## src/rtl/vga_grid_pkg.sv

```systemverilog
// Shared types, colours and timing helpers for the VGA grid renderer.
package vga_grid_pkg;

    typedef enum logic [1:0] {
        EMPTY  = 2'b00,
        P1     = 2'b01,
        P2     = 2'b10,
        HILITE = 2'b11
    } cell_state_t;

    typedef struct packed {
        logic [7:0] r;
        logic [7:0] g;
        logic [7:0] b;
    } rgb_t;

    localparam rgb_t RGB_BLACK  = 24'h000000;
    localparam rgb_t RGB_BLUE   = 24'h0000FF;
    localparam rgb_t RGB_WHITE  = 24'hFFFFFF;
    localparam rgb_t RGB_RED    = 24'hFF0000;
    localparam rgb_t RGB_YELLOW = 24'hFFFF00;
    localparam rgb_t RGB_GREEN  = 24'h00FF00;

    function automatic int h_total(input int act, input int fp, input int sync, input int bp);
        return act + fp + sync + bp;
    endfunction

    function automatic int v_total(input int act, input int fp, input int sync, input int bp);
        return act + fp + sync + bp;
    endfunction

endpackage

```

## src/rtl/vga_timing_gen.sv

```systemverilog
// Pixel clock-enable divider, raster counters and raw (undelayed) sync/active.
module vga_timing_gen
    import vga_grid_pkg::*;
#(
    parameter int CLK_DIV  = 2,
    parameter int H_ACTIVE = 640,
    parameter int H_FP     = 16,
    parameter int H_SYNC   = 96,
    parameter int H_BP     = 48,
    parameter int V_ACTIVE = 480,
    parameter int V_FP     = 10,
    parameter int V_SYNC   = 2,
    parameter int V_BP     = 33,
    parameter int H_TOT    = h_total(H_ACTIVE, H_FP, H_SYNC, H_BP),
    parameter int V_TOT    = v_total(V_ACTIVE, V_FP, V_SYNC, V_BP),
    parameter int HW       = $clog2(H_TOT),
    parameter int VW       = $clog2(V_TOT)
) (
    input  logic          i_clk,
    input  logic          i_rst_n,
    output logic          o_pix_en,
    output logic          o_vga_clk,
    output logic [HW-1:0] o_hcnt,
    output logic [VW-1:0] o_vcnt,
    output logic          o_hs_raw,
    output logic          o_vs_raw,
    output logic          o_active,
    output logic          o_frame_start
);

    localparam int DW = (CLK_DIV > 1) ? $clog2(CLK_DIV) : 1;

    logic [DW-1:0] r_div;
    logic [DW-1:0] w_div_next;
    logic          w_pix_en;
    logic [HW-1:0] r_hcnt;
    logic [VW-1:0] r_vcnt;
    logic          r_vga_clk;

    assign w_pix_en   = (int'(r_div) == CLK_DIV - 1);
    assign w_div_next = w_pix_en ? '0 : r_div + 1'b1;

    // Divider; vga_clk is registered from the next count so it is high for the first half of each pixel.
    always_ff @(posedge i_clk or negedge i_rst_n) begin
        if (!i_rst_n) begin
            r_div     <= '0;
            r_vga_clk <= 1'b0;
        end else begin
            r_div     <= w_div_next;
            r_vga_clk <= (int'(w_div_next) < CLK_DIV / 2);
        end
    end

    // Raster counters advance once per pixel.
    always_ff @(posedge i_clk or negedge i_rst_n) begin
        if (!i_rst_n) begin
            r_hcnt <= '0;
            r_vcnt <= '0;
        end else if (w_pix_en) begin
            if (int'(r_hcnt) == H_TOT - 1) begin
                r_hcnt <= '0;
                if (int'(r_vcnt) == V_TOT - 1) r_vcnt <= '0;
                else                           r_vcnt <= r_vcnt + 1'b1;
            end else begin
                r_hcnt <= r_hcnt + 1'b1;
            end
        end
    end

    assign o_pix_en      = w_pix_en;
    assign o_vga_clk     = r_vga_clk;
    assign o_hcnt        = r_hcnt;
    assign o_vcnt        = r_vcnt;
    assign o_hs_raw      = !((int'(r_hcnt) >= H_ACTIVE + H_FP) && (int'(r_hcnt) < H_ACTIVE + H_FP + H_SYNC));
    assign o_vs_raw      = !((int'(r_vcnt) >= V_ACTIVE + V_FP) && (int'(r_vcnt) < V_ACTIVE + V_FP + V_SYNC));
    assign o_active      = (int'(r_hcnt) < H_ACTIVE) && (int'(r_vcnt) < V_ACTIVE);
    assign o_frame_start = w_pix_en && (r_hcnt == '0) && (r_vcnt == '0);

endmodule

```

## src/rtl/vga_grid_renderer.sv

```systemverilog
// Board renderer: cell tracking, per-frame snapshot, blink phase and a 2-stage pixel pipeline.
module vga_grid_renderer
    import vga_grid_pkg::*;
#(
    parameter int CLK_DIV      = 2,
    parameter int H_ACTIVE     = 640,
    parameter int H_FP         = 16,
    parameter int H_SYNC       = 96,
    parameter int H_BP         = 48,
    parameter int V_ACTIVE     = 480,
    parameter int V_FP         = 10,
    parameter int V_SYNC       = 2,
    parameter int V_BP         = 33,
    parameter int ROWS         = 6,
    parameter int COLS         = 7,
    parameter int CELL         = 64,
    parameter int GRID_X0      = 96,
    parameter int GRID_Y0      = 48,
    parameter int RADIUS       = 26,
    parameter int BLINK_FRAMES = 30
) (
    input  logic                     clk,
    input  logic                     rst,
    input  logic                     visible,
    input  logic [2*ROWS*COLS-1:0]   board,
    output logic                     vga_clk,
    output logic                     vga_hs,
    output logic                     vga_vs,
    output logic                     vga_blk,
    output logic                     vga_sync,
    output logic [7:0]               red,
    output logic [7:0]               green,
    output logic [7:0]               blue,
    output logic                     frame_start
);

    localparam int H_TOT  = h_total(H_ACTIVE, H_FP, H_SYNC, H_BP);
    localparam int V_TOT  = v_total(V_ACTIVE, V_FP, V_SYNC, V_BP);
    localparam int HW     = $clog2(H_TOT);
    localparam int VW     = $clog2(V_TOT);
    localparam int CW     = $clog2(COLS + 1);
    localparam int RW     = $clog2(ROWS + 1);
    localparam int OW     = $clog2(CELL);
    localparam int FW     = $clog2(BLINK_FRAMES + 1);
    localparam int GRID_X1 = GRID_X0 + COLS * CELL;
    localparam int GRID_Y1 = GRID_Y0 + ROWS * CELL;
    localparam int R2     = RADIUS * RADIUS;

    logic          w_pix_en;
    logic [HW-1:0] w_hcnt;
    logic [VW-1:0] w_vcnt;
    logic          w_hs_raw;
    logic          w_vs_raw;
    logic          w_active;

    vga_timing_gen #(
        .CLK_DIV  (CLK_DIV),
        .H_ACTIVE (H_ACTIVE),
        .H_FP     (H_FP),
        .H_SYNC   (H_SYNC),
        .H_BP     (H_BP),
        .V_ACTIVE (V_ACTIVE),
        .V_FP     (V_FP),
        .V_SYNC   (V_SYNC),
        .V_BP     (V_BP)
    ) u_timing (
        .i_clk         (clk),
        .i_rst_n       (rst),
        .o_pix_en      (w_pix_en),
        .o_vga_clk     (vga_clk),
        .o_hcnt        (w_hcnt),
        .o_vcnt        (w_vcnt),
        .o_hs_raw      (w_hs_raw),
        .o_vs_raw      (w_vs_raw),
        .o_active      (w_active),
        .o_frame_start (frame_start)
    );

    logic [CW-1:0] r_col;
    logic [OW-1:0] r_xoff;
    logic [RW-1:0] r_row;
    logic [OW-1:0] r_yoff;
    logic [CW-1:0] w_col;
    logic [OW-1:0] w_xoff;
    logic [RW-1:0] w_row;
    logic [OW-1:0] w_yoff;
    logic          w_line_end;

    // The registered trackers hold the position of the current pixel; at the grid
    // origin they are overridden to zero so the reset lines up with the pixel itself.
    assign w_col      = (int'(w_hcnt) == GRID_X0) ? '0 : r_col;
    assign w_xoff     = (int'(w_hcnt) == GRID_X0) ? '0 : r_xoff;
    assign w_row      = (int'(w_vcnt) == GRID_Y0) ? '0 : r_row;
    assign w_yoff     = (int'(w_vcnt) == GRID_Y0) ? '0 : r_yoff;
    assign w_line_end = w_pix_en && (int'(w_hcnt) == H_TOT - 1);

    // Column/x-offset tracking; col parks at COLS past the last cell until the next line.
    always_ff @(posedge clk or negedge rst) begin
        if (!rst) begin
            r_col  <= '0;
            r_xoff <= '0;
        end else if (w_pix_en && (int'(w_col) < COLS)) begin
            if (int'(w_xoff) == CELL - 1) begin
                r_xoff <= '0;
                r_col  <= w_col + 1'b1;
            end else begin
                r_xoff <= w_xoff + 1'b1;
                r_col  <= w_col;
            end
        end
    end

    // Row/y-offset tracking, stepped once per line.
    always_ff @(posedge clk or negedge rst) begin
        if (!rst) begin
            r_row  <= '0;
            r_yoff <= '0;
        end else if (w_line_end && (int'(w_row) < ROWS)) begin
            if (int'(w_yoff) == CELL - 1) begin
                r_yoff <= '0;
                r_row  <= w_row + 1'b1;
            end else begin
                r_yoff <= w_yoff + 1'b1;
                r_row  <= w_row;
            end
        end
    end

    logic [2*ROWS*COLS-1:0] r_shadow;
    logic [FW-1:0]          r_frame_cnt;
    logic                   r_blink;
    logic                   w_snap;

    assign w_snap = w_pix_en && (w_hcnt == '0) && (int'(w_vcnt) == V_ACTIVE);

    // Board snapshot and blink phase both update at the start of vertical blanking.
    always_ff @(posedge clk or negedge rst) begin
        if (!rst) begin
            r_shadow    <= '0;
            r_frame_cnt <= '0;
            r_blink     <= 1'b0;
        end else if (w_snap) begin
            r_shadow <= board;
            if (int'(r_frame_cnt) == BLINK_FRAMES - 1) begin
                r_frame_cnt <= '0;
                r_blink     <= !r_blink;
            end else begin
                r_frame_cnt <= r_frame_cnt + 1'b1;
            end
        end
    end

    logic              w_in_grid;
    int                w_idx;
    logic signed [OW:0] w_dx;
    logic signed [OW:0] w_dy;

    assign w_in_grid = (int'(w_hcnt) >= GRID_X0) && (int'(w_hcnt) < GRID_X1) &&
                       (int'(w_vcnt) >= GRID_Y0) && (int'(w_vcnt) < GRID_Y1) &&
                       (int'(w_col) < COLS) && (int'(w_row) < ROWS);
    assign w_idx     = w_in_grid ? (int'(w_row) * COLS + int'(w_col)) : 0;
    assign w_dx      = $signed({1'b0, w_xoff}) - $signed((OW + 1)'(CELL / 2));
    assign w_dy      = $signed({1'b0, w_yoff}) - $signed((OW + 1)'(CELL / 2));

    cell_state_t        r_s1_cell;
    logic signed [OW:0] r_s1_dx;
    logic signed [OW:0] r_s1_dy;
    logic               r_s1_in_grid;
    logic               r_s1_active;
    logic               r_s1_hs;
    logic               r_s1_vs;

    // Stage 1: cell lookup, centre offsets, and first delay of the sync/active strobes.
    always_ff @(posedge clk or negedge rst) begin
        if (!rst) begin
            r_s1_cell    <= EMPTY;
            r_s1_dx      <= '0;
            r_s1_dy      <= '0;
            r_s1_in_grid <= 1'b0;
            r_s1_active  <= 1'b0;
            r_s1_hs      <= 1'b1;
            r_s1_vs      <= 1'b1;
        end else if (w_pix_en) begin
            r_s1_cell    <= w_in_grid ? cell_state_t'(r_shadow[2*w_idx +: 2]) : EMPTY;
            r_s1_dx      <= w_dx;
            r_s1_dy      <= w_dy;
            r_s1_in_grid <= w_in_grid;
            r_s1_active  <= w_active;
            r_s1_hs      <= w_hs_raw;
            r_s1_vs      <= w_vs_raw;
        end
    end

    int   w_d2;
    logic w_disc;
    rgb_t w_rgb;

    // Stage 2 colour select: disc test against the squared radius, then palette by cell state.
    always_comb begin
        w_d2   = int'(r_s1_dx) * int'(r_s1_dx) + int'(r_s1_dy) * int'(r_s1_dy);
        w_disc = (w_d2 <= R2);
        w_rgb  = RGB_BLACK;
        if (r_s1_active && visible && r_s1_in_grid) begin
            if (!w_disc) begin
                w_rgb = RGB_BLUE;
            end else begin
                case (r_s1_cell)
                    P1:      w_rgb = RGB_RED;
                    P2:      w_rgb = RGB_YELLOW;
                    HILITE:  w_rgb = r_blink ? RGB_GREEN : RGB_WHITE;
                    default: w_rgb = RGB_WHITE;
                endcase
            end
        end
    end

    rgb_t r_rgb;

    // Stage 2 output registers keep colour and sync aligned.
    always_ff @(posedge clk or negedge rst) begin
        if (!rst) begin
            r_rgb   <= RGB_BLACK;
            vga_hs  <= 1'b1;
            vga_vs  <= 1'b1;
            vga_blk <= 1'b0;
        end else if (w_pix_en) begin
            r_rgb   <= w_rgb;
            vga_hs  <= r_s1_hs;
            vga_vs  <= r_s1_vs;
            vga_blk <= r_s1_active;
        end
    end

    assign red      = r_rgb.r;
    assign green    = r_rgb.g;
    assign blue     = r_rgb.b;
    assign vga_sync = 1'b0;

endmodule

```

## config.mk

```make
export PLATFORM = sky130hd
export DESIGN_NAME = vga_grid_renderer
export DESIGN_NICKNAME = d
export VERILOG_FILES = /design/src/rtl/vga_grid_pkg.sv /design/src/rtl/vga_timing_gen.sv /design/src/rtl/vga_grid_renderer.sv
export SDC_FILE = /design/constraint.sdc
export NUM_CORES = 1
export LEC_CHECK = 0
export ABC_AREA = 1
export ABC_CLOCK_PERIOD_IN_PS = 9300
export BUFFER_PORTS_ARGS = -buffer_cell sky130_fd_sc_hd__buf_2
export CORE_MARGIN = 2
export CORE_UTILIZATION = 28
export CTS_BUF_LIST = sky130_fd_sc_hd__clkbuf_8
export CTS_CLUSTER_SIZE = 28
export DETAILED_ROUTE_END_ITERATION = 10
export MAX_ROUTING_LAYER = met4
export PLACE_DENSITY = 0.56
export SLEW_MARGIN = 20
export SYNTH_ARGS = -nofsm -noshare
export SYNTH_HDL_FRONTEND = slang
export SYNTH_SLANG_ARGS = --single-unit
```

## constraint.sdc

```tcl
create_clock -name clk -period 9.3 [get_ports clk]
set_input_delay 1.395 -clock clk [delete_from_list [all_inputs] [get_ports clk]]
set_output_delay 1.395 -clock clk [all_outputs]
set_load 0.01 [all_outputs]
```

==> flow_results.xml, run 1 <==
<?xml version="1.0" encoding="UTF-8"?>
<metrics>
  <group name="timing">
    <metric name="grt_setup_unrepaired" unit="">false</metric>
    <metric name="final.setup.tns" unit="ns">0</metric>
    <metric name="final.period_utilization" unit="%">68.3</metric>
    <metric name="hold_viol" unit="">0</metric>
    <metric name="timing.fmax" unit="MHz">157</metric>
    <metric name="worst_skew" unit="ns">0.0200</metric>
    <metric name="tightest_slew" unit="ns">0.997</metric>
    <metric name="maxSlewHeadroom" unit="%">33.5</metric>
    <metric name="fin_worst_hold_slack" unit="ns">0.474</metric>
    <metric name="finalMaxSlewViolations" unit="">0</metric>
    <metric name="final.min_clock_period" unit="ns">6.36</metric>
    <metric name="setup_viol" unit="">0</metric>
  </group>
  <group name="worst_setup_path">
    <metric name="critical_path.cell_chain" unit="">nand2_1, fa_1, fa_1, fa_1, fa_1, fa_1, fa_1, inv_1, ha_1, a21oi_1, o21ai_0, nand2_1, o211ai_1, or2_2, a21oi_1, nand3_1, o21ai_0, nand2_1, nand2_1, nand2_1</metric>
    <metric name="cp_slowest_cell" unit="">sky130_fd_sc_hd__fa_1</metric>
    <metric name="r2r_end" unit="">blue[6]</metric>
    <metric name="timing.critical_path.to_type" unit="">register</metric>
    <metric name="worst_ep_required_time" unit="ns">9.66</metric>
    <metric name="critPathMaxFanout" unit="">12</metric>
    <metric name="worst_r2r_startpoint" unit="">r_s1_dy[5]</metric>
    <metric name="crit_path_frequent_cell" unit="">sky130_fd_sc_hd__fa_1</metric>
    <metric name="cpLargestDelayFamily" unit="">adder cells</metric>
    <metric name="worst-r2r-cell-count" unit="">20</metric>
    <metric name="category_of_the_most_critical_setup_path" unit="">register to register</metric>
    <metric name="cp_arrival" unit="ns">6.71</metric>
    <metric name="critical_path.n_buffers_inverters" unit="">1</metric>
    <metric name="startpoint_type" unit="">register</metric>
    <metric name="rrSetupSlack" unit="ns">2.94</metric>
    <metric name="largest_stage_delay_on_the_critical_path" unit="ns">0.68</metric>
  </group>
  <group name="cells_and_area">
    <metric name="cell_area_after_layout" unit="sq um">12900</metric>
    <metric name="fillers" unit="">4424</metric>
    <metric name="final_nets" unit="">1764</metric>
    <metric name="layout_common_cells" unit="">sky130_fd_sc_hd__nand2_1, sky130_fd_sc_hd__inv_1, sky130_fd_sc_hd__dfrtp_1</metric>
    <metric name="area_delta_synth_final" unit="%">11.5</metric>
    <metric name="area.sequential" unit="sq um">3860</metric>
    <metric name="final_layout_size_suffix_gt1_share" unit="%">12.6</metric>
    <metric name="multi_input_logic_area" unit="sq um">6350</metric>
    <metric name="layout.cells.most_common" unit="">sky130_fd_sc_hd__nand2_1</metric>
  </group>
  <group name="placement">
    <metric name="routabilityCongestion" unit="">0.864</metric>
    <metric name="placedInstanceArea" unit="sq um">12500</metric>
    <metric name="post-dp-hpwl" unit="mm">21.0</metric>
    <metric name="portBuffers" unit="">115</metric>
  </group>
  <group name="synth">
    <metric name="synthCells" unit="">1460</metric>
    <metric name="synth_edf_count" unit="">0</metric>
    <metric name="ys_warn_count" unit="">0</metric>
    <metric name="post_synth_instance_area" unit="sq um">11500</metric>
    <metric name="ys_ff_latch" unit="">154</metric>
    <metric name="yosysSeqAreaShare" unit="%">33.4</metric>
    <metric name="synthesis.nets" unit="">1694</metric>
    <metric name="synth_flop_cell" unit="">sky130_fd_sc_hd__dfrtp_1</metric>
    <metric name="syn_area_per_cell" unit="sq um">7.90</metric>
    <metric name="synth.lib_cells_used.distinct" unit="">44</metric>
    <metric name="postSynth.asyncResetShare" unit="%">100</metric>
  </group>
  <group name="drt">
    <metric name="drt-total-wl" unit="mm">27.9</metric>
    <metric name="routed_wire_length_per_instance" unit="um">13.5</metric>
    <metric name="first_pass_iters" unit="">7</metric>
    <metric name="drt_iter0_markers" unit="">597</metric>
    <metric name="viasPerCell" unit="">4.47</metric>
    <metric name="final_antenna_violating_net_count" unit="">0</metric>
    <metric name="drc" unit="">0</metric>
    <metric name="route.vias.total" unit="">9280</metric>
  </group>
  <group name="clock_network">
    <metric name="clock_latency" unit="ns">0.48</metric>
    <metric name="post_cts_resize_count" unit="">0</metric>
    <metric name="cts_post_setup_buffers_inserted" unit="">0</metric>
    <metric name="cts_root_buffer" unit="">sky130_fd_sc_hd__clkbuf_8</metric>
    <metric name="htree_levels" unit="">4</metric>
    <metric name="cts_hold_buffers" unit="">0</metric>
    <metric name="clkSinkCount" unit="">154</metric>
    <metric name="cts.clk_slew.worst_paths" unit="ns">0.10</metric>
    <metric name="tritoncts" unit="">done</metric>
    <metric name="clk_path_buf_depth" unit="">2</metric>
    <metric name="number_of_buffers_inserted_during_clock_tree_synthesis" unit="">17</metric>
  </group>
  <group name="power">
    <metric name="ir_worst_vdd" unit="uV">71.3</metric>
    <metric name="leakagePower" unit="uW">0.00673</metric>
    <metric name="total_switching_power" unit="uW">340</metric>
    <metric name="p_per_area" unit="nW/um^2">96.0</metric>
    <metric name="switching_share" unit="%">27.5</metric>
    <metric name="sequentialPowerShare" unit="%">54.6</metric>
    <metric name="power.clock.fraction" unit="%">41.8</metric>
    <metric name="power_frac_comb" unit="%">3.5</metric>
    <metric name="cell_internal_pwr" unit="uW">895</metric>
  </group>
  <group name="hold_path">
    <metric name="min-delay-path-class" unit="">register to register</metric>
    <metric name="worst_hold_depth" unit="">2</metric>
    <metric name="min_delay_worst_endpoint" unit="">vga_hs</metric>
    <metric name="hold_path.startpoint" unit="">vga_hs</metric>
  </group>
  <group name="die">
    <metric name="fp.dieH" unit="um">207</metric>
    <metric name="initial_utilization" unit="%">28.3</metric>
    <metric name="io-pin-count" unit="">117</metric>
    <metric name="die-area" unit="sq um">42800</metric>
    <metric name="design.core.area" unit="sq um">40700</metric>
    <metric name="core.rowCount" unit="">74</metric>
    <metric name="die_width" unit="um">207</metric>
  </group>
  <group name="grt">
    <metric name="grt_start_max_net_pins" unit="">104</metric>
    <metric name="number_of_global_route_vias_before_repair" unit="">9618</metric>
    <metric name="first_pass_grt_wire_length" unit="mm">48.8</metric>
    <metric name="antenna_found_initial" unit="">1</metric>
    <metric name="grt_remaining_overflow" unit="">0</metric>
    <metric name="global_route.usage.total" unit="%">14.0</metric>
  </group>
  <group name="flow_run">
    <metric name="max_cap_violations" unit="">0</metric>
  </group>
  <group name="outcome">
    <metric name="outcome" unit="">finished, final reports clean</metric>
  </group>
</metrics>
==> how the worst max path moves through the flow <==
| stage | startpoint | end | slack (ns) | cells after the start |
|---|---|---|---|---|
| after floorplan | r_s1_dy[5] | blue[6] | 3.46 | 21 |
| after global placement | r_s1_dy[5] | blue[6] | 3.06 | 20 |
| after detailed placement | r_s1_dy[5] | blue[6] | 2.89 | 20 |
| after CTS | r_s1_dy[5] | blue[6] | 2.90 | 20 |
| after global routing | r_s1_dy[5] | blue[6] | 2.43 | 20 |
| final | r_s1_dy[5] | blue[6] | 2.94 | 20 |
==> cell type report <==
cell class / instances / area share (%)
timing repair buffer: 123 / 4.99
sequential: 154 / 30.0
inverter: 251 / 7.32
clock buffer: 17 / 1.82
clock inverter: 15 / 1.36
tap: 532 / 5.17
multi-input combinational: 983 / 49.3
antenna: 1 / 0.0194
==> cells in the mapped netlist, drive strengths merged (2+ instances only) <==
| cell | number | area, sq um |
|---|---|---|
| xnor2 | 12 | 105 |
| inv | 250 | 938 |
| buf | 41 | 283 |
| nor3 | 19 | 111 |
| or2 | 10 | 62.6 |
| dfrtp | 150 | 3750 |
| clkbuf | 31 | 116 |
| xor2 | 19 | 166 |
| a211oi | 3 | 22.5 |
| nor2 | 106 | 410 |
| o211ai | 8 | 60.1 |
| o21ai | 37 | 185 |
| nor4 | 9 | 68.8 |
| o22ai | 4 | 25.0 |
| nand3b | 3 | 22.5 |
| dfstp | 4 | 105 |
| nand3 | 90 | 480 |
| a21oi | 56 | 280 |
| nand4 | 37 | 238 |
| nand2 | 413 | 1560 |
| a31oi | 2 | 12.5 |
| ha | 63 | 788 |
| fa | 84 | 1680 |
==> sequential cells by signal, indices dropped and copies added (netlist names), 2 cells and up <==
register         cells
r_s1_dy              6
r_frame_cnt          5
r_s1_cell            2
r_col                3
r_s1_dx              6
r_xoff               6
u_timing.o_vcnt     10
r_shadow            84
r_row                3
r_yoff               6
u_timing.o_hcnt     10
==> kinds of logic (layout without fill, tap and decap cells) <==
group	after synthesis	count (layout)	synth area share (%)
mux	1	1	0.0868
buf+inv	323	406	11.6
simple gates	688	688	25.6
flops	154	154	33.4
compound gates	115	115	5.44
fa+ha+maj	147	147	21.4
xor+xnor	31	31	2.35
other cells	1	2	0.0325
==> worst register-to-register path, cell delays in order, from the launching register on <==
cell	delay, ns
sky130_fd_sc_hd__dfrtp_1	0.61
sky130_fd_sc_hd__nand2_1	0.43
sky130_fd_sc_hd__fa_1	0.68
sky130_fd_sc_hd__fa_1	0.44
sky130_fd_sc_hd__fa_1	0.47
sky130_fd_sc_hd__fa_1	0.52
sky130_fd_sc_hd__fa_1	0.52
sky130_fd_sc_hd__fa_1	0.54
sky130_fd_sc_hd__inv_1	0.04
sky130_fd_sc_hd__ha_1	0.35
sky130_fd_sc_hd__a21oi_1	0.13
sky130_fd_sc_hd__o21ai_0	0.20
sky130_fd_sc_hd__nand2_1	0.12
sky130_fd_sc_hd__o211ai_1	0.10
sky130_fd_sc_hd__or2_2	0.29
sky130_fd_sc_hd__a21oi_1	0.15
sky130_fd_sc_hd__nand3_1	0.12
sky130_fd_sc_hd__o21ai_0	0.35
sky130_fd_sc_hd__nand2_1	0.09
sky130_fd_sc_hd__nand2_1	0.07
sky130_fd_sc_hd__nand2_1	0.05
==> per-layer routing <==
layer / vias up / global-route usage [%] / share of wire, %
met5: - / - / 0
met4: 0 / 2.96 / 1.2
met3: 27 / 2.06 / 3.8
met2: 196 / 22.1 / 46
met1: 4417 / 19.2 / 49
li1: 4640 / - / -
==> stage by stage <==
step           total power, uW  setup WS (ns)  cells  utilization, %
6_report                  1240           2.94   2076            31.6
5_1_grt                   1280           2.43   2076            31.6
4_1_cts                   1250           2.90   2075            31.6
3_5_place_dp               733           2.89   2043            30.6
3_3_place_gp               733           3.06   2043            30.6
2_1_floorplan              696           3.46   1460               -
==> power by group through the flow <==
stage / registers, uW / clock network [uW] / logic [uW]
5_1_grt: 676 / 558 / 50.5
2_1_floorplan: 688 / 0 / 8.19
4_1_cts: 675 / 534 / 45.2
3_3_place_gp: 688 / 0 / 44.8
6_report: 675 / 516 / 43.8
3_5_place_dp: 688 / 0 / 45.0
(Power assumes the default switching activity.)
==> inputs of run 2 (changes only) <==
--- a/config.mk
+++ b/config.mk
@@ -5,8 +5,8 @@
 export SDC_FILE = /design/constraint.sdc
 export NUM_CORES = 1
 export LEC_CHECK = 0
-export ABC_AREA = 1
-export ABC_CLOCK_PERIOD_IN_PS = 9300
+export ABC_AREA = 0
+export ABC_CLOCK_PERIOD_IN_PS = 6100
 export BUFFER_PORTS_ARGS = -buffer_cell sky130_fd_sc_hd__buf_2
 export CORE_MARGIN = 2
 export CORE_UTILIZATION = 28
==> constraint.sdc (replaced) <==
create_clock -name clk -period 6.1 [get_ports clk]
set_input_delay 0.915 -clock clk [delete_from_list [all_inputs] [get_ports clk]]
set_output_delay 0.915 -clock clk [all_outputs]
set_load 0.01 [all_outputs]
==> run 2 against run 1 <==
Count of clock-buffer cells in the layout is 2 higher. Largest power group unchanged. Non-clock buffer count up 14. Design area down 1.2%. Die area decreased by 2.5%. Critical path type unchanged.
==> flow_results.xml, run 2 <==
<?xml version="1.0" encoding="UTF-8"?>
<metrics>
  <group name="worst_setup_path">
    <metric name="cp_arrival" unit="ns">6.25</metric>
    <metric name="critical_path.cell_chain" unit="">and2_2, fa_1, inv_1, fa_1, inv_1, fa_1, fa_1, fa_1, fa_1, ha_1, and3_1, a22o_1, o211ai_1, mux2i_1, nor3_1, a31oi_2, a21bo_2</metric>
    <metric name="critPathMaxFanout" unit="">7</metric>
    <metric name="worst_ep_required_time" unit="ns">6.53</metric>
    <metric name="r2r_end" unit="">blue[6]</metric>
    <metric name="crit_path_frequent_cell" unit="">sky130_fd_sc_hd__fa_1</metric>
    <metric name="category_of_the_most_critical_setup_path" unit="">register to register</metric>
    <metric name="cp_slowest_cell" unit="">sky130_fd_sc_hd__fa_1</metric>
    <metric name="worst_r2r_startpoint" unit="">r_s1_dy[5]</metric>
    <metric name="timing.critical_path.to_type" unit="">register</metric>
    <metric name="rrSetupSlack" unit="ns">0.27</metric>
    <metric name="worst-r2r-cell-count" unit="">17</metric>
    <metric name="startpoint_type" unit="">register</metric>
    <metric name="largest_stage_delay_on_the_critical_path" unit="ns">0.58</metric>
  </group>
  <group name="grt">
    <metric name="grt_start_max_net_pins" unit="">90</metric>
    <metric name="grt_remaining_overflow" unit="">0</metric>
    <metric name="antenna_found_initial" unit="">0</metric>
    <metric name="number_of_global_route_vias_before_repair" unit="">8704</metric>
    <metric name="global_route.usage.total" unit="%">13.2</metric>
    <metric name="first_pass_grt_wire_length" unit="mm">43.4</metric>
  </group>
  <group name="placement">
    <metric name="routabilityCongestion" unit="">0.854</metric>
    <metric name="post-dp-hpwl" unit="mm">19.5</metric>
    <metric name="setup_ws_pre_cts" unit="ns">-0.0409</metric>
    <metric name="portBuffers" unit="">115</metric>
  </group>
  <group name="die">
    <metric name="die_width" unit="um">204</metric>
    <metric name="design.core.area" unit="sq um">39600</metric>
    <metric name="fp.dieH" unit="um">204</metric>
    <metric name="die-area" unit="sq um">41800</metric>
    <metric name="io-pin-count" unit="">117</metric>
    <metric name="initial_utilization" unit="%">28.4</metric>
    <metric name="core.rowCount" unit="">73</metric>
  </group>
  <group name="cells_and_area">
    <metric name="layout_common_cells" unit="">sky130_fd_sc_hd__nand2_1, sky130_fd_sc_hd__dfrtp_1, sky130_fd_sc_hd__inv_1</metric>
    <metric name="final_layout_size_suffix_gt1_share" unit="%">16.6</metric>
    <metric name="layout.cells.most_common" unit="">sky130_fd_sc_hd__nand2_1</metric>
    <metric name="fillers" unit="">4234</metric>
    <metric name="antenna-diode-count" unit="">0</metric>
    <metric name="top_reg_by_flops" unit="">r_shadow</metric>
    <metric name="area_delta_synth_final" unit="%">13.1</metric>
    <metric name="largest_register_ff_count" unit="">84</metric>
    <metric name="final_nets" unit="">1556</metric>
  </group>
  <group name="clock_network">
    <metric name="clkSinkCount" unit="">154</metric>
    <metric name="tritoncts" unit="">done</metric>
    <metric name="clock_latency" unit="ns">0.48</metric>
    <metric name="cts.clk_slew.worst_paths" unit="ns">0.10</metric>
    <metric name="cts_root_buffer" unit="">sky130_fd_sc_hd__clkbuf_8</metric>
    <metric name="number_of_buffers_inserted_during_clock_tree_synthesis" unit="">17</metric>
    <metric name="clk_path_buf_depth" unit="">2</metric>
    <metric name="htree_levels" unit="">4</metric>
  </group>
  <group name="synth">
    <metric name="synth_area_in_compound_gates" unit="%">8.74</metric>
    <metric name="ys_warn_count" unit="">0</metric>
    <metric name="synth_top_area_share" unit="%">33.4</metric>
    <metric name="post_synthesis_share_of_cell_area_spent_on_full_adders_half_adders_and_majority_gates" unit="%">22.0</metric>
    <metric name="postSynth.asyncResetShare" unit="%">100</metric>
    <metric name="synth_flop_cell" unit="">sky130_fd_sc_hd__dfrtp_1</metric>
    <metric name="largest_family_of_logic_cells_by_synthesized_area" unit="">adder cells</metric>
    <metric name="post_synth_instance_area" unit="sq um">11200</metric>
    <metric name="yosys.area_share.simple" unit="%">20.2</metric>
    <metric name="yosysTopAreaCell" unit="">sky130_fd_sc_hd__dfrtp_1</metric>
    <metric name="post_synth_mux_area_share" unit="%">4.33</metric>
    <metric name="dominant_cells_by_area_after_synthesis" unit="">sky130_fd_sc_hd__dfrtp_1, sky130_fd_sc_hd__fa_1, sky130_fd_sc_hd__nand2_1</metric>
    <metric name="most_frequent_cell_after_synthesis" unit="">sky130_fd_sc_hd__nand2_1</metric>
    <metric name="synthCells" unit="">1237</metric>
    <metric name="synth_edf_count" unit="">0</metric>
    <metric name="syn_area_per_cell" unit="sq um">9.09</metric>
    <metric name="ys_ff_latch" unit="">154</metric>
    <metric name="synth.lib_cells_used.distinct" unit="">71</metric>
    <metric name="synthesis.nets" unit="">1471</metric>
    <metric name="synth_xor_xnor_area_share" unit="%">2.65</metric>
    <metric name="yosysSeqAreaShare" unit="%">34.3</metric>
    <metric name="synth.cells.most_frequent" unit="">sky130_fd_sc_hd__nand2_1, sky130_fd_sc_hd__dfrtp_1, sky130_fd_sc_hd__inv_1</metric>
  </group>
  <group name="timing">
    <metric name="maxSlewHeadroom" unit="%">38.5</metric>
    <metric name="finalMaxSlewViolations" unit="">0</metric>
    <metric name="final_critical_path_setup_slack" unit="ns">0.272</metric>
    <metric name="final.period_utilization" unit="%">95.5</metric>
    <metric name="timing.fmax" unit="MHz">172</metric>
    <metric name="worst_skew" unit="ns">0.0191</metric>
    <metric name="setup_viol" unit="">0</metric>
    <metric name="hold_viol" unit="">0</metric>
    <metric name="final.min_clock_period" unit="ns">5.83</metric>
    <metric name="tightest_slew" unit="ns">0.922</metric>
  </group>
  <group name="power">
    <metric name="p_per_area" unit="nW/um^2">145</metric>
    <metric name="leakagePower" unit="uW">0.00601</metric>
    <metric name="post-layout-total-power" unit="uW">1840</metric>
    <metric name="ir_worst_vdd" unit="uV">133</metric>
  </group>
  <group name="drt">
    <metric name="viasPerCell" unit="">4.56</metric>
    <metric name="final_antenna_violating_net_count" unit="">0</metric>
    <metric name="drc" unit="">0</metric>
    <metric name="drt_iter0_markers" unit="">433</metric>
    <metric name="drt-total-wl" unit="mm">25.6</metric>
    <metric name="routed_wire_length_per_instance" unit="um">13.8</metric>
    <metric name="first_pass_iters" unit="">5</metric>
    <metric name="route.vias.total" unit="">8488</metric>
  </group>
  <group name="outcome">
    <metric name="outcome" unit="">finished, final reports clean</metric>
  </group>
  <group name="hold_path">
    <metric name="min-delay-path-class" unit="">input pin to async pin</metric>
  </group>
  <group name="flow_run">
    <metric name="max_cap_violations" unit="">0</metric>
  </group>
</metrics>
[run 2: cells by family (layout without fill, tap and decap cells)]
logic type,after synthesis,after routing
adders and majority gates,147,147
AOI/OAI and AO/OA,151,151
buffers and inverters,204,302
DFF,154,154
xor gates and xnor gates,34,34
other,1,1
muxes,36,36
and+or+nand+nor,510,510
[run 2: worst max-delay path, delay by kind of cell, from the launching register on]
kind                     cells  cell delay (ns)
flip-flops                   1             0.45
multiplexers                 1             0.21
AO/OA/AOI/OAI                4             0.93
AND/OR/NAND/NOR              3             0.53
adder cells (fa/ha/maj)      7             3.51
buffers and inverters        2             0.15
[run 2: how the worst max path moves through the flow]
stage / startpoint / endpoint / slack, ns / depth (start not counted)
after floorplan: r_s1_dy[5] / blue[6] / 0.31 / 18
after global placement: r_s1_dy[5] / green[6] / 0.07 / 16
after detailed placement: r_s1_dy[5] / green[6] / -0.04 / 16
after CTS: r_s1_dy[5] / green[6] / 0.001 / 17
after global routing: r_s1_dy[4] / blue[6] / -0.007 / 18
final: r_s1_dy[5] / blue[6] / 0.27 / 17
[run 2: per-layer routing]
metal  vias up  wire length, um  track usage, %
met1      4135            12200            17.4
met3        37              596            1.79
met4         0              608            4.09
li1       4185                -               -
met2       131            12200            21.2
met5         -                0               -
[run 2: report_power, final]
part / switching [uW] / internal [uW]
clock network: 419 / 354
registers: 0 / 1020
logic: 30.8 / 21.0
total: 449 / 1390
[run 2: area by class of cell]
cell class / instances / area [sq um] / share of cell area [%]
inverter: 133 / 499 / 3.93
clock inverter: 13 / 133 / 1.04
clock buffer: 19 / 262 / 2.06
timing repair buffer: 137 / 742 / 5.84
tap: 525 / 657 / 5.17
multi-input combinational: 879 / 6550 / 51.6
sequential: 154 / 3870 / 30.4
[run 2: stage by stage]
stage	hold WS (ns)	cells	TNS [ns]	area (sq um)	util, %
CTS	0.428	1856	0	12700	31.9
detailed placement	0.450	1824	-0.106	12300	30.9
floorplan	0.352	1237	0	11200	-
finish	0.432	1860	0	12700	32.1
global placement	0.446	1824	0	12300	30.9
global route	0.451	1860	-0.00679	12700	32.1
[run 2: repair_timing]
item	CTS	global route
pin swaps	0	2
setup endpoints to repair	3	3
resized for setup	1	12
hold buffers	0	0
buffers inserted	0	4
==> inputs of run 3 (changes only) <==
--- a/config.mk
+++ b/config.mk
@@ -5,7 +5,7 @@
 export SDC_FILE = /design/constraint.sdc
 export NUM_CORES = 1
 export LEC_CHECK = 0
-export ABC_AREA = 0
+export ABC_AREA = 1
 export ABC_CLOCK_PERIOD_IN_PS = 6100
 export BUFFER_PORTS_ARGS = -buffer_cell sky130_fd_sc_hd__buf_2
 export CORE_MARGIN = 2
==> run 3 against run 2 <==
Design area rose by 2.6%. Global-route usage rose by 0.83 points. Critical endpoint unchanged. Critical path type unchanged. Combinational power rose by 29%. Highest routed layer unchanged. Via count rose by 11%.
==> flow_results.xml, run 3 (synthesized netlist as in run 1, its figures left out) <==
<?xml version="1.0" encoding="UTF-8"?>
<metrics>
  <group name="outcome">
    <metric name="outcome" unit="">finished, final reports clean</metric>
  </group>
  <group name="cells_and_area">
    <metric name="largest_register_ff_count" unit="">84</metric>
    <metric name="area.sequential" unit="sq um">3860</metric>
    <metric name="fillers" unit="">4430</metric>
    <metric name="layout_common_cells" unit="">sky130_fd_sc_hd__nand2_1, sky130_fd_sc_hd__inv_1, sky130_fd_sc_hd__dfrtp_1</metric>
    <metric name="layout.cells.most_common" unit="">sky130_fd_sc_hd__nand2_1</metric>
    <metric name="cell_area_after_layout" unit="sq um">13000</metric>
    <metric name="area_delta_synth_final" unit="%">13.0</metric>
    <metric name="final_layout_size_suffix_gt1_share" unit="%">14.3</metric>
    <metric name="final_nets" unit="">1780</metric>
    <metric name="multi_input_logic_area" unit="sq um">6370</metric>
    <metric name="post-route-util" unit="%">32.0</metric>
    <metric name="top_reg_by_flops" unit="">r_shadow</metric>
  </group>
  <group name="worst_setup_path">
    <metric name="cp_slowest_cell" unit="">sky130_fd_sc_hd__fa_1</metric>
    <metric name="critPathLaunch" unit="">r_s1_dx[5]</metric>
    <metric name="critical_path_cell_count" unit="">25</metric>
    <metric name="worst-r2r-cell-count" unit="">25</metric>
    <metric name="cpLargestDelayFamily" unit="">adder cells</metric>
    <metric name="startpoint_type" unit="">register</metric>
    <metric name="timing.critical_path.to_type" unit="">register</metric>
    <metric name="worst_r2r_startpoint" unit="">r_s1_dx[5]</metric>
    <metric name="largest_stage_delay_on_the_critical_path" unit="ns">0.54</metric>
    <metric name="worst_ep_required_time" unit="ns">6.46</metric>
    <metric name="rrSetupSlack" unit="ns">0.28</metric>
    <metric name="cp-endpoint" unit="">blue[6]</metric>
    <metric name="critPathMaxFanout" unit="">5</metric>
    <metric name="r2r_end" unit="">blue[6]</metric>
    <metric name="crit_path_frequent_cell" unit="">sky130_fd_sc_hd__fa_1</metric>
    <metric name="cp_arrival" unit="ns">6.18</metric>
    <metric name="category_of_the_most_critical_setup_path" unit="">register to register</metric>
    <metric name="critical_path.n_buffers_inverters" unit="">6</metric>
  </group>
  <group name="timing">
    <metric name="grt_setup_unrepaired" unit="">false</metric>
    <metric name="timing.fmax" unit="MHz">172</metric>
    <metric name="fin_worst_hold_slack" unit="ns">0.473</metric>
    <metric name="tightest_slew" unit="ns">0.974</metric>
    <metric name="final.period_utilization" unit="%">95.3</metric>
    <metric name="setup_viol" unit="">0</metric>
    <metric name="final.min_clock_period" unit="ns">5.82</metric>
    <metric name="finalMaxSlewViolations" unit="">0</metric>
    <metric name="worst_skew" unit="ns">0.0223</metric>
    <metric name="final.setup.tns" unit="ns">0</metric>
    <metric name="maxSlewHeadroom" unit="%">35.1</metric>
    <metric name="hold_viol" unit="">0</metric>
  </group>
  <group name="power">
    <metric name="ir_worst_vdd" unit="uV">119</metric>
    <metric name="leakagePower" unit="uW">0.00681</metric>
    <metric name="post-layout-total-power" unit="uW">1930</metric>
    <metric name="p_per_area" unit="nW/um^2">148</metric>
  </group>
  <group name="grt">
    <metric name="number_of_global_route_vias_before_repair" unit="">9680</metric>
    <metric name="global_route.usage.total" unit="%">14.1</metric>
    <metric name="first_pass_grt_wire_length" unit="mm">48.4</metric>
    <metric name="antenna_found_initial" unit="">1</metric>
    <metric name="grt_start_max_net_pins" unit="">99</metric>
    <metric name="grt_remaining_overflow" unit="">0</metric>
  </group>
  <group name="drt">
    <metric name="drt_iter0_markers" unit="">489</metric>
    <metric name="met3RoutedLength" unit="um">992</metric>
    <metric name="first_pass_iters" unit="">5</metric>
    <metric name="route.vias.total" unit="">9400</metric>
    <metric name="drc" unit="">0</metric>
    <metric name="routed-wl-met2" unit="mm">13.1</metric>
    <metric name="drt-total-wl" unit="mm">28.4</metric>
    <metric name="routedLengthMet1" unit="mm">13.7</metric>
    <metric name="topRoutingLayerUsed" unit="">met4</metric>
    <metric name="final_antenna_violating_net_count" unit="">0</metric>
    <metric name="routed_wire_length_per_instance" unit="um">13.6</metric>
    <metric name="viasPerCell" unit="">4.49</metric>
  </group>
  <group name="clock_network">
    <metric name="tritoncts" unit="">done</metric>
    <metric name="cts_hold_buffers" unit="">0</metric>
    <metric name="clkSinkCount" unit="">154</metric>
    <metric name="htree_levels" unit="">4</metric>
    <metric name="cts_root_buffer" unit="">sky130_fd_sc_hd__clkbuf_8</metric>
    <metric name="cts.clk_slew.worst_paths" unit="ns">0.10</metric>
    <metric name="clk_path_buf_depth" unit="">2</metric>
    <metric name="number_of_buffers_inserted_during_clock_tree_synthesis" unit="">17</metric>
    <metric name="clock_latency" unit="ns">0.48</metric>
  </group>
  <group name="placement">
    <metric name="routabilityCongestion" unit="">0.885</metric>
    <metric name="post-dp-hpwl" unit="mm">21.7</metric>
    <metric name="portBuffers" unit="">115</metric>
    <metric name="placedInstanceArea" unit="sq um">12500</metric>
  </group>
  <group name="die">
    <metric name="design.core.area" unit="sq um">40700</metric>
    <metric name="die-area" unit="sq um">42800</metric>
    <metric name="fp.dieH" unit="um">207</metric>
    <metric name="die_width" unit="um">207</metric>
    <metric name="core.rowCount" unit="">74</metric>
    <metric name="initial_utilization" unit="%">28.3</metric>
    <metric name="io-pin-count" unit="">117</metric>
  </group>
  <group name="hold_path">
    <metric name="min-delay-path-class" unit="">register to register</metric>
  </group>
  <group name="flow_run">
    <metric name="max_cap_violations" unit="">0</metric>
  </group>
</metrics>
run 3: area by class of cell:
cell class	instances	area share (%)
repair buffers	139	5.82
clock buffers	17	1.79
clock inverters	15	1.52
flip-flops and latches	154	29.6
multi-input cells	983	48.9
inverters	251	7.25
well taps	532	5.10
diodes	1	0.0192
run 3: routing by layer:
layer / up-vias / GRT usage (%)
li1: 4675 / -
met1: 4492 / 18.9
met2: 199 / 22.2
met3: 34 / 1.93
met4: 0 / 3.99
met5: - / -
run 3: worst min path at each step:
stage	from	end	slack [ns]	depth (start not counted)
2_1_floorplan	u_timing.o_pix_en	u_timing.o_vga_clk	0.35	0
3_3_place_gp	vga_blk	vga_blk	0.45	2
3_5_place_dp	vga_blk	vga_blk	0.46	2
4_1_cts	r_s1_vs	vga_vs	0.48	2
5_1_grt	r_s1_vs	vga_vs	0.49	2
6_report	r_s1_vs	vga_vs	0.47	2
run 3: power by group:
part | total [uW] | switching [uW] | internal, uW
clock | 832 | 476 | 355
sequential | 1030 | 1.97 | 1030
combinational | 66.8 | 41.2 | 25.6
total | 1930 | 519 | 1410
run 3: stage by stage:
| stage | instances | worst slack, ns |
|---|---|---|
| final | 2092 | 0.285 |
| after global routing | 2092 | 0.00752 |
| after floorplan | 1460 | 0.261 |
| after global placement | 2053 | 0.169 |
| after detailed placement | 2053 | 0.0572 |
| after CTS | 2085 | 0.0406 |
run 3: worst min-delay path: stages (launching register included):
cell and delay (ns):
sky130_fd_sc_hd__dfstp_2 0.38, sky130_fd_sc_hd__nand2_1 0.06, sky130_fd_sc_hd__nand2_1 0.05
run 3: repair_timing:
item,in CTS,in global routing
endpoints found under the setup margin,0,3
setup buffers,0,6
gates resized for setup,0,14
